==> config.mk <==
export PLATFORM = sky130hd
export DESIGN_NAME = program_fetch_unit_flat
export DESIGN_NICKNAME = d
export VERILOG_FILES = /design/src/rtl/program_fetch_unit_if.sv /design/src/rtl/program_fetch_unit.sv /design/src/flat_wrapper.sv
export SDC_FILE = /design/constraint.sdc
export NUM_CORES = 2
export LEC_CHECK = 0
export CORE_MARGIN = 1
export CORE_UTILIZATION = 30
export CTS_BUF_LIST = sky130_fd_sc_hd__clkbuf_4 sky130_fd_sc_hd__clkbuf_8 sky130_fd_sc_hd__clkbuf_16
export DETAILED_ROUTE_END_ITERATION = 8
export DONT_BUFFER_PORTS = 1
export GPL_ROUTABILITY_DRIVEN = 0
export SYNTH_ARGS = -nofsm -noshare
export SYNTH_HDL_FRONTEND = slang
export SYNTH_SLANG_ARGS = --single-unit
==> constraint.sdc <==
create_clock -name clk -period 5.38 [get_ports clk]
set_clock_uncertainty 0.1 [all_clocks]
set_input_delay 1.345 -clock clk [delete_from_list [all_inputs] [get_ports clk]]
set_output_delay 1.345 -clock clk [all_outputs]
set_load 0.05 [all_outputs]
==> src/rtl/program_fetch_unit_if.sv <==
// Fetch-stage bus: redirect/back-pressure/load inputs and registered fetch outputs.
// The extra fault output exists only when FETCH_FAULT_EN is defined.
interface program_fetch_unit_if #(
    parameter int unsigned XLEN   = 32,
    parameter int unsigned ADDR_W = 6
);
    logic              hlt;
    logic              redirect;
    logic [XLEN-1:0]   target;
    logic              if_ready;
    logic              load_en;
    logic [ADDR_W-1:0] load_addr;
    logic [XLEN-1:0]   load_data;
    logic              if_valid;
    logic [XLEN-1:0]   if_instr;
    logic [XLEN-1:0]   if_pc;
    logic [XLEN-1:0]   if_pc_next;
    logic              halted;
`ifdef FETCH_FAULT_EN
    logic              fault;
`endif

    modport master (
        output hlt, redirect, target, if_ready, load_en, load_addr, load_data,
`ifdef FETCH_FAULT_EN
        input  fault,
`endif
        input  if_valid, if_instr, if_pc, if_pc_next, halted
    );

    modport slave (
        input  hlt, redirect, target, if_ready, load_en, load_addr, load_data,
`ifdef FETCH_FAULT_EN
        output fault,
`endif
        output if_valid, if_instr, if_pc, if_pc_next, halted
    );
endinterface

==> src/rtl/program_fetch_unit.sv <==
// Instruction fetch stage: PC, loadable instruction memory, registered valid/ready output.
// FETCH_FAULT_EN: out-of-range fetches trap into a FAULT state instead of returning NOP_WORD.
module program_fetch_unit #(
    parameter int unsigned    XLEN       = 32,
    parameter int unsigned    IMEM_DEPTH = 64,
    parameter int unsigned    ADDR_W     = 6,
    parameter logic [XLEN-1:0] RESET_PC  = '0,
    parameter logic [XLEN-1:0] NOP_WORD  = XLEN'(32'h13)
) (
    input logic                clk,
    input logic                rst,
    program_fetch_unit_if.slave bus
);
    typedef enum logic [1:0] {StRun, StHalted, StFault} state_e;

    state_e          state_q, state_d;
    logic [XLEN-1:0] fetch_pc_q, fetch_pc_d;
    logic [XLEN-1:0] instr_q, instr_d;
    logic [XLEN-1:0] pc_q, pc_d;
    logic [XLEN-1:0] pc_next_q, pc_next_d;
    logic            valid_q, valid_d;

    logic [XLEN-1:0] mem_q [IMEM_DEPTH];

    logic            advance;
    logic            in_range;
    logic [XLEN-1:0] fetch_addr;
    logic [XLEN-1:0] fetch_word;

    assign advance    = ~valid_q | bus.if_ready;
    assign fetch_addr = bus.redirect ? bus.target : fetch_pc_q;
    assign in_range   = fetch_addr < XLEN'(IMEM_DEPTH);
    assign fetch_word = in_range ? mem_q[fetch_addr[ADDR_W-1:0]] : NOP_WORD;

    // Memory is never reset and keeps accepting writes while hlt is high.
    always_ff @(posedge clk) begin
        if (bus.load_en) begin
            mem_q[bus.load_addr] <= bus.load_data;
        end
    end

    always_comb begin
        state_d    = state_q;
        fetch_pc_d = fetch_pc_q;
        instr_d    = instr_q;
        pc_d       = pc_q;
        pc_next_d  = pc_next_q;
        valid_d    = valid_q;
        if (!bus.hlt) begin
            unique case (state_q)
                StRun: begin
                    // Redirect wins over a stall: the held instruction is dropped.
                    if (bus.redirect || advance) begin
`ifdef FETCH_FAULT_EN
                        if (!in_range) begin
                            state_d = StFault;
                            valid_d = 1'b0;
                            pc_d    = fetch_addr;
                        end else
`endif
                        begin
                            instr_d    = fetch_word;
                            pc_d       = fetch_addr;
                            pc_next_d  = fetch_addr + XLEN'(1);
                            fetch_pc_d = fetch_addr + XLEN'(1);
                            valid_d    = 1'b1;
                            if (fetch_word[6:0] == 7'h7F) begin
                                state_d = StHalted;
                            end
                        end
                    end
                end
                StHalted: begin
                    if (valid_q && bus.if_ready) begin
                        valid_d = 1'b0;
                    end
                end
                default: ;
            endcase
        end
    end

    always_ff @(posedge clk or posedge rst) begin
        if (rst) begin
            state_q    <= StRun;
            fetch_pc_q <= RESET_PC;
            instr_q    <= NOP_WORD;
            pc_q       <= RESET_PC;
            pc_next_q  <= RESET_PC + XLEN'(1);
            valid_q    <= 1'b0;
        end else begin
            state_q    <= state_d;
            fetch_pc_q <= fetch_pc_d;
            instr_q    <= instr_d;
            pc_q       <= pc_d;
            pc_next_q  <= pc_next_d;
            valid_q    <= valid_d;
        end
    end

    assign bus.if_valid   = valid_q;
    assign bus.if_instr   = instr_q;
    assign bus.if_pc      = pc_q;
    assign bus.if_pc_next = pc_next_q;
    assign bus.halted     = (state_q == StHalted);
`ifdef FETCH_FAULT_EN
    assign bus.fault      = (state_q == StFault);
`endif
endmodule

==> src/flat_wrapper.sv <==
// flat-port wrapper written by rule: the top's interface ports become plain ports
module program_fetch_unit_flat 
#(
    parameter int unsigned    XLEN       = 32,
    parameter int unsigned    IMEM_DEPTH = 64,
    parameter int unsigned    ADDR_W     = 6,
    parameter logic [XLEN-1:0] RESET_PC  = '0,
    parameter logic [XLEN-1:0] NOP_WORD  = XLEN'(32'h13)
)
  (clk, rst, bus_hlt, bus_redirect, bus_target, bus_if_ready, bus_load_en, bus_load_addr, bus_load_data, bus_if_valid, bus_if_instr, bus_if_pc, bus_if_pc_next, bus_halted);
  program_fetch_unit_if #(.XLEN(XLEN), .ADDR_W(ADDR_W)) bus_i ();
  input logic clk;
  input logic rst;
  input wire logic [$bits(bus_i.hlt)-1:0] bus_hlt;
  input wire logic [$bits(bus_i.redirect)-1:0] bus_redirect;
  input wire logic [$bits(bus_i.target)-1:0] bus_target;
  input wire logic [$bits(bus_i.if_ready)-1:0] bus_if_ready;
  input wire logic [$bits(bus_i.load_en)-1:0] bus_load_en;
  input wire logic [$bits(bus_i.load_addr)-1:0] bus_load_addr;
  input wire logic [$bits(bus_i.load_data)-1:0] bus_load_data;
  output wire logic [$bits(bus_i.if_valid)-1:0] bus_if_valid;
  output wire logic [$bits(bus_i.if_instr)-1:0] bus_if_instr;
  output wire logic [$bits(bus_i.if_pc)-1:0] bus_if_pc;
  output wire logic [$bits(bus_i.if_pc_next)-1:0] bus_if_pc_next;
  output wire logic [$bits(bus_i.halted)-1:0] bus_halted;
  assign bus_i.hlt = bus_hlt;
  assign bus_i.redirect = bus_redirect;
  assign bus_i.target = bus_target;
  assign bus_i.if_ready = bus_if_ready;
  assign bus_i.load_en = bus_load_en;
  assign bus_i.load_addr = bus_load_addr;
  assign bus_i.load_data = bus_load_data;
  assign bus_if_valid = bus_i.if_valid;
  assign bus_if_instr = bus_i.if_instr;
  assign bus_if_pc = bus_i.if_pc;
  assign bus_if_pc_next = bus_i.if_pc_next;
  assign bus_halted = bus_i.halted;
  program_fetch_unit #(.XLEN(XLEN), .IMEM_DEPTH(IMEM_DEPTH), .ADDR_W(ADDR_W), .RESET_PC(RESET_PC), .NOP_WORD(NOP_WORD)) u_core (.clk(clk), .rst(rst), .bus(bus_i));
endmodule
==> out/summary.md <==
• **run status** finished, final reports clean
• **Tmin final** 4.10 ns
• **Synth-to-Final Area Change** 14.1%
• **sw power** 10.5 mW
• **count of nets after finishing** 6529
• **effective utilization at floorplan** 30.3%
• **Internal Pwr Total** 28.4 mW
• **power density of the placed cells** 394 nW/um^2
• **Max-Cap Viols** 0
• **Final Total Pwr** 38.9 mW
• **CTS tree** built
• **number of global-route vias before repair** 53300
• **remaining routing DRC violations** 0
• **required time reported for the critical path endpoint** 6.00 ns
• **standby leakage power** 32.9 nW
• **Gate power share** 13.2%
• **portion of the post-synthesis area used by sequential elements** 73.9%
• **fin util** 34.5%
• **antenna violation net count after detailed routing** 0
• **Crit. End Element** register
• **most instantiated flip-flop cell in the synthesis netlist** sky130_fd_sc_hd__edfxtp_1
• **Resize count post-CTS** 0
• **Synth Register Bits** 2147
• **async set or reset register ratio after synthesis** 4.61%
• **clock latency at the later pin of the worst-skew pair** 0.89 ns
• **number of DRC markers in iteration 0** 7185
• **largest net degree at the start of global routing** 133
• **crit start category** register
• **total negative slack for setup checks** 0 ns
• **maximum fanout along the worst path** 42
• **IO Port Bufs** 0
• **worst max-slew margin expressed relative to the limit** 33.6%
• **final hold viol count** 0
• **category of the most critical setup path** reg2reg
• **Num CTS Buffers** 213
• **clock sink total** 2147
• **number of H-tree levels** 4
• **number of iterations in the first detailed-routing pass** 6
• **Mean Syn Cell Area** 13.3 sq um
• **Post-Syn Nets** 6601
• **I/O pins** 174
• **number of vias per cell** 5.44
• **post-synthesis instance total** 6524
• **max-slew violation total from the final report** 0
• **remaining global-route overflow** 0
• **yosys synthesis warning count** 0
• **placement row count** 196
• **number of flops mapped to enable cells by yosys** 2048
• **HPWL Detailed** 150 mm
• **Post-CTS Setup Bufs** 0
• **part of the total power dissipated in the clock network** 38.1%
• **post-synth cell types** 79
• **number of buffers inserted by hold repair at cts** 0
• **maximum clock rate** 244 MHz
• **height of the chip** 539 um
• **overall via count from detail_route** 56500
• **maximum clock path buffer count** 4
• **standard cell core area** 286000 sq um
• **Die X** 539 um
• **Worst-Margin Slew** 0.993 ns
• **wire length of the first global-routing pass** 387 mm
• **RSZ-0062 raised after global routing** no
• **clock-pin transition on the worst setup and hold timing paths** 0.07 ns
• **antenna violations before repair** 5
• **total die area** 291000 sq um
• **post-synth design cell area** 86500 sq um
• **layout cells sized above 1** 10.4%
• **cell chosen for the clock root** sky130_fd_sc_hd__clkbuf_16
• **count of endpoints failing setup in the final report** 0
• **post-route clock period utilization** 76.3%
• **kind of path behind the tightest hold check** in2async
• **All-Layer GR Usage** 18.0%
• **sum of routed wire length over all layers** 272 mm
• **sequential share of power** 48.7%
• **average wire per standard cell** 26.2 um
• **critical path arrival** 4.73 ns
• **maximum ir drop on the vdd rail** 0.294 mV
• **switching share of total power** 27.0%
• **Filler cells** 27400
==> registers in the layout (all words and copies together) (netlist names) <==
| name | flops |
|---|---|
| u_core.bus.if_pc_next | 31 |
| u_core.mem_q | 2048 |
| u_core.bus.if_valid | 1 |
| u_core.state_q | 1 |
| u_core.bus.if_instr | 32 |
| u_core.bus.if_pc | 32 |
| u_core.fetch_pc_q | 2 |
==> layout by cell type (no fill, tap or decap), drive strengths merged, types with 5 or more instances in the layout <==
master and instances:
edfxtp 2048, nand2 1933, nand3 802, clkbuf 283, a311oi 276, buf 194, and3 140, nor2 109
dfrtp 95, mux2i 86, clkinv 80, o21ai 78, a31oi 47, a21oi 43, mux4 36, nor3 31
nand4 29, a32o 26, o311ai 19, o22a 19, or3 19, a311o 18, nand3b 18, xnor2 17
a32oi 16, bufinv 12, inv 12, a22oi 11, xor2 11, nor4 11, nor2b 8, clkinvlp 8
a2111oi 8, mux2 7, o211ai 6, a21boi 6, and2 5, nor4b 5, o22ai 5, a211oi 5
==> power groups by stage <==
stage                     sequential (mW)  clock (mW)  combinational, mW
after global placement               19.3           0               5.02
after global routing                 19.0        15.5               5.47
after detailed placement             19.3           0               5.06
after CTS                            18.9        14.9               5.07
after floorplan                      19.1           0               3.48
final                                19.0        14.8               5.12
==> metal layers <==
layer | GRT usage (%) | routed length, um
met1 | 25.1 | 111000
met2 | 27.3 | 120000
met3 | 4.88 | 31900
met4 | 5.54 | 8730
met5 | 0 | 19
==> metrics by stage <==
stage | worst slack (ns) | cell area (sq um) | std cells | hold WS [ns]
CTS | 1.39 | 98700 | 10400 | 0.207
global placement | 0.780 | 91900 | 9999 | 0.426
floorplan | 0.324 | 86500 | 6524 | 0.372
finish | 1.28 | 98700 | 10400 | 0.241
global route | 1.19 | 98700 | 10400 | 0.243
detailed placement | 0.766 | 91900 | 9999 | 0.441
==> logic make-up after synthesis <==
| group | share of synthesized area, % |
|---|---|
| buffers and inverters | 2.53 |
| AND/OR/NAND/NOR | 15.6 |
| AO/OA/AOI/OAI | 5.58 |
| flip-flops | 73.9 |
| multiplexers | 2.05 |
| XOR/XNOR | 0.283 |
| adder cells (fa/ha/maj) | 0.0145 |
==> final cells by class <==
| class | count | area (sq um) | share of cell area (%) |
|---|---|---|---|
| flip-flops and latches | 2147 | 64000 | 64.8 |
| clock inverters | 104 | 870 | 0.881 |
| diodes | 3 | 7.51 | 0.00760 |
| well taps | 3762 | 4710 | 4.77 |
| repair buffers | 194 | 2190 | 2.22 |
| inverters | 8 | 65.1 | 0.0659 |
| clock buffers | 283 | 5980 | 6.05 |
| multi-input cells | 3888 | 20900 | 21.2 |
==> path summary, 6_finish.rpt <==
kind                                          startpoint                  endpoint  slack [ns]  depth (start not counted)
worst max-delay path            u_core.bus.if_pc_next[2]         u_core.state_q[0]        1.28                          8
worst min-delay path                                 rst  u_core.bus.if_pc_next[3]        0.24                          1
worst max register to register  u_core.bus.if_pc_next[2]         u_core.state_q[0]        1.28                          8
worst min register to register      u_core.fetch_pc_q[0]      u_core.fetch_pc_q[0]        0.45                          2
max in group asynchronous                            rst   u_core.bus.if_instr[22]        3.71                          2
min in group clk                    u_core.fetch_pc_q[0]      u_core.fetch_pc_q[0]        0.45                          2
==> cell usage after synthesis, drive strengths merged, types with 18 or more instances <==
cell type  instances  share of area, %
edfxtp          2048                71
nand2           1933               8.4
nand3            802               4.6
a311oi           276               2.8
buf              259               1.5
clkbuf           222              0.96
and3             140               1.0
nor2             109              0.48
dfrtp             95               2.7
mux2i             86               1.0
o21ai             78              0.45
a31oi             47              0.34
a21oi             43              0.25
mux4              36              0.94
nor3              31              0.18
nand4             29              0.22
a32o              26              0.30
o22a              19              0.19
o311ai            19              0.19
or3               19              0.14
a311o             18              0.21
nand3b            18              0.17
==> worst max-delay path, stage by stage, from the launching register on <==
cell and delay (ns):
sky130_fd_sc_hd__dfrtp_1 0.86, sky130_fd_sc_hd__mux2_4 0.57, sky130_fd_sc_hd__buf_12 0.36, sky130_fd_sc_hd__mux4_2 0.55, sky130_fd_sc_hd__o2111ai_1 0.60, sky130_fd_sc_hd__a2111oi_0 0.31
sky130_fd_sc_hd__o311a_1 0.20, sky130_fd_sc_hd__nor2b_1 0.15, sky130_fd_sc_hd__a31o_2 0.25
No activity file was read; power rests on OpenSTA's default activity.
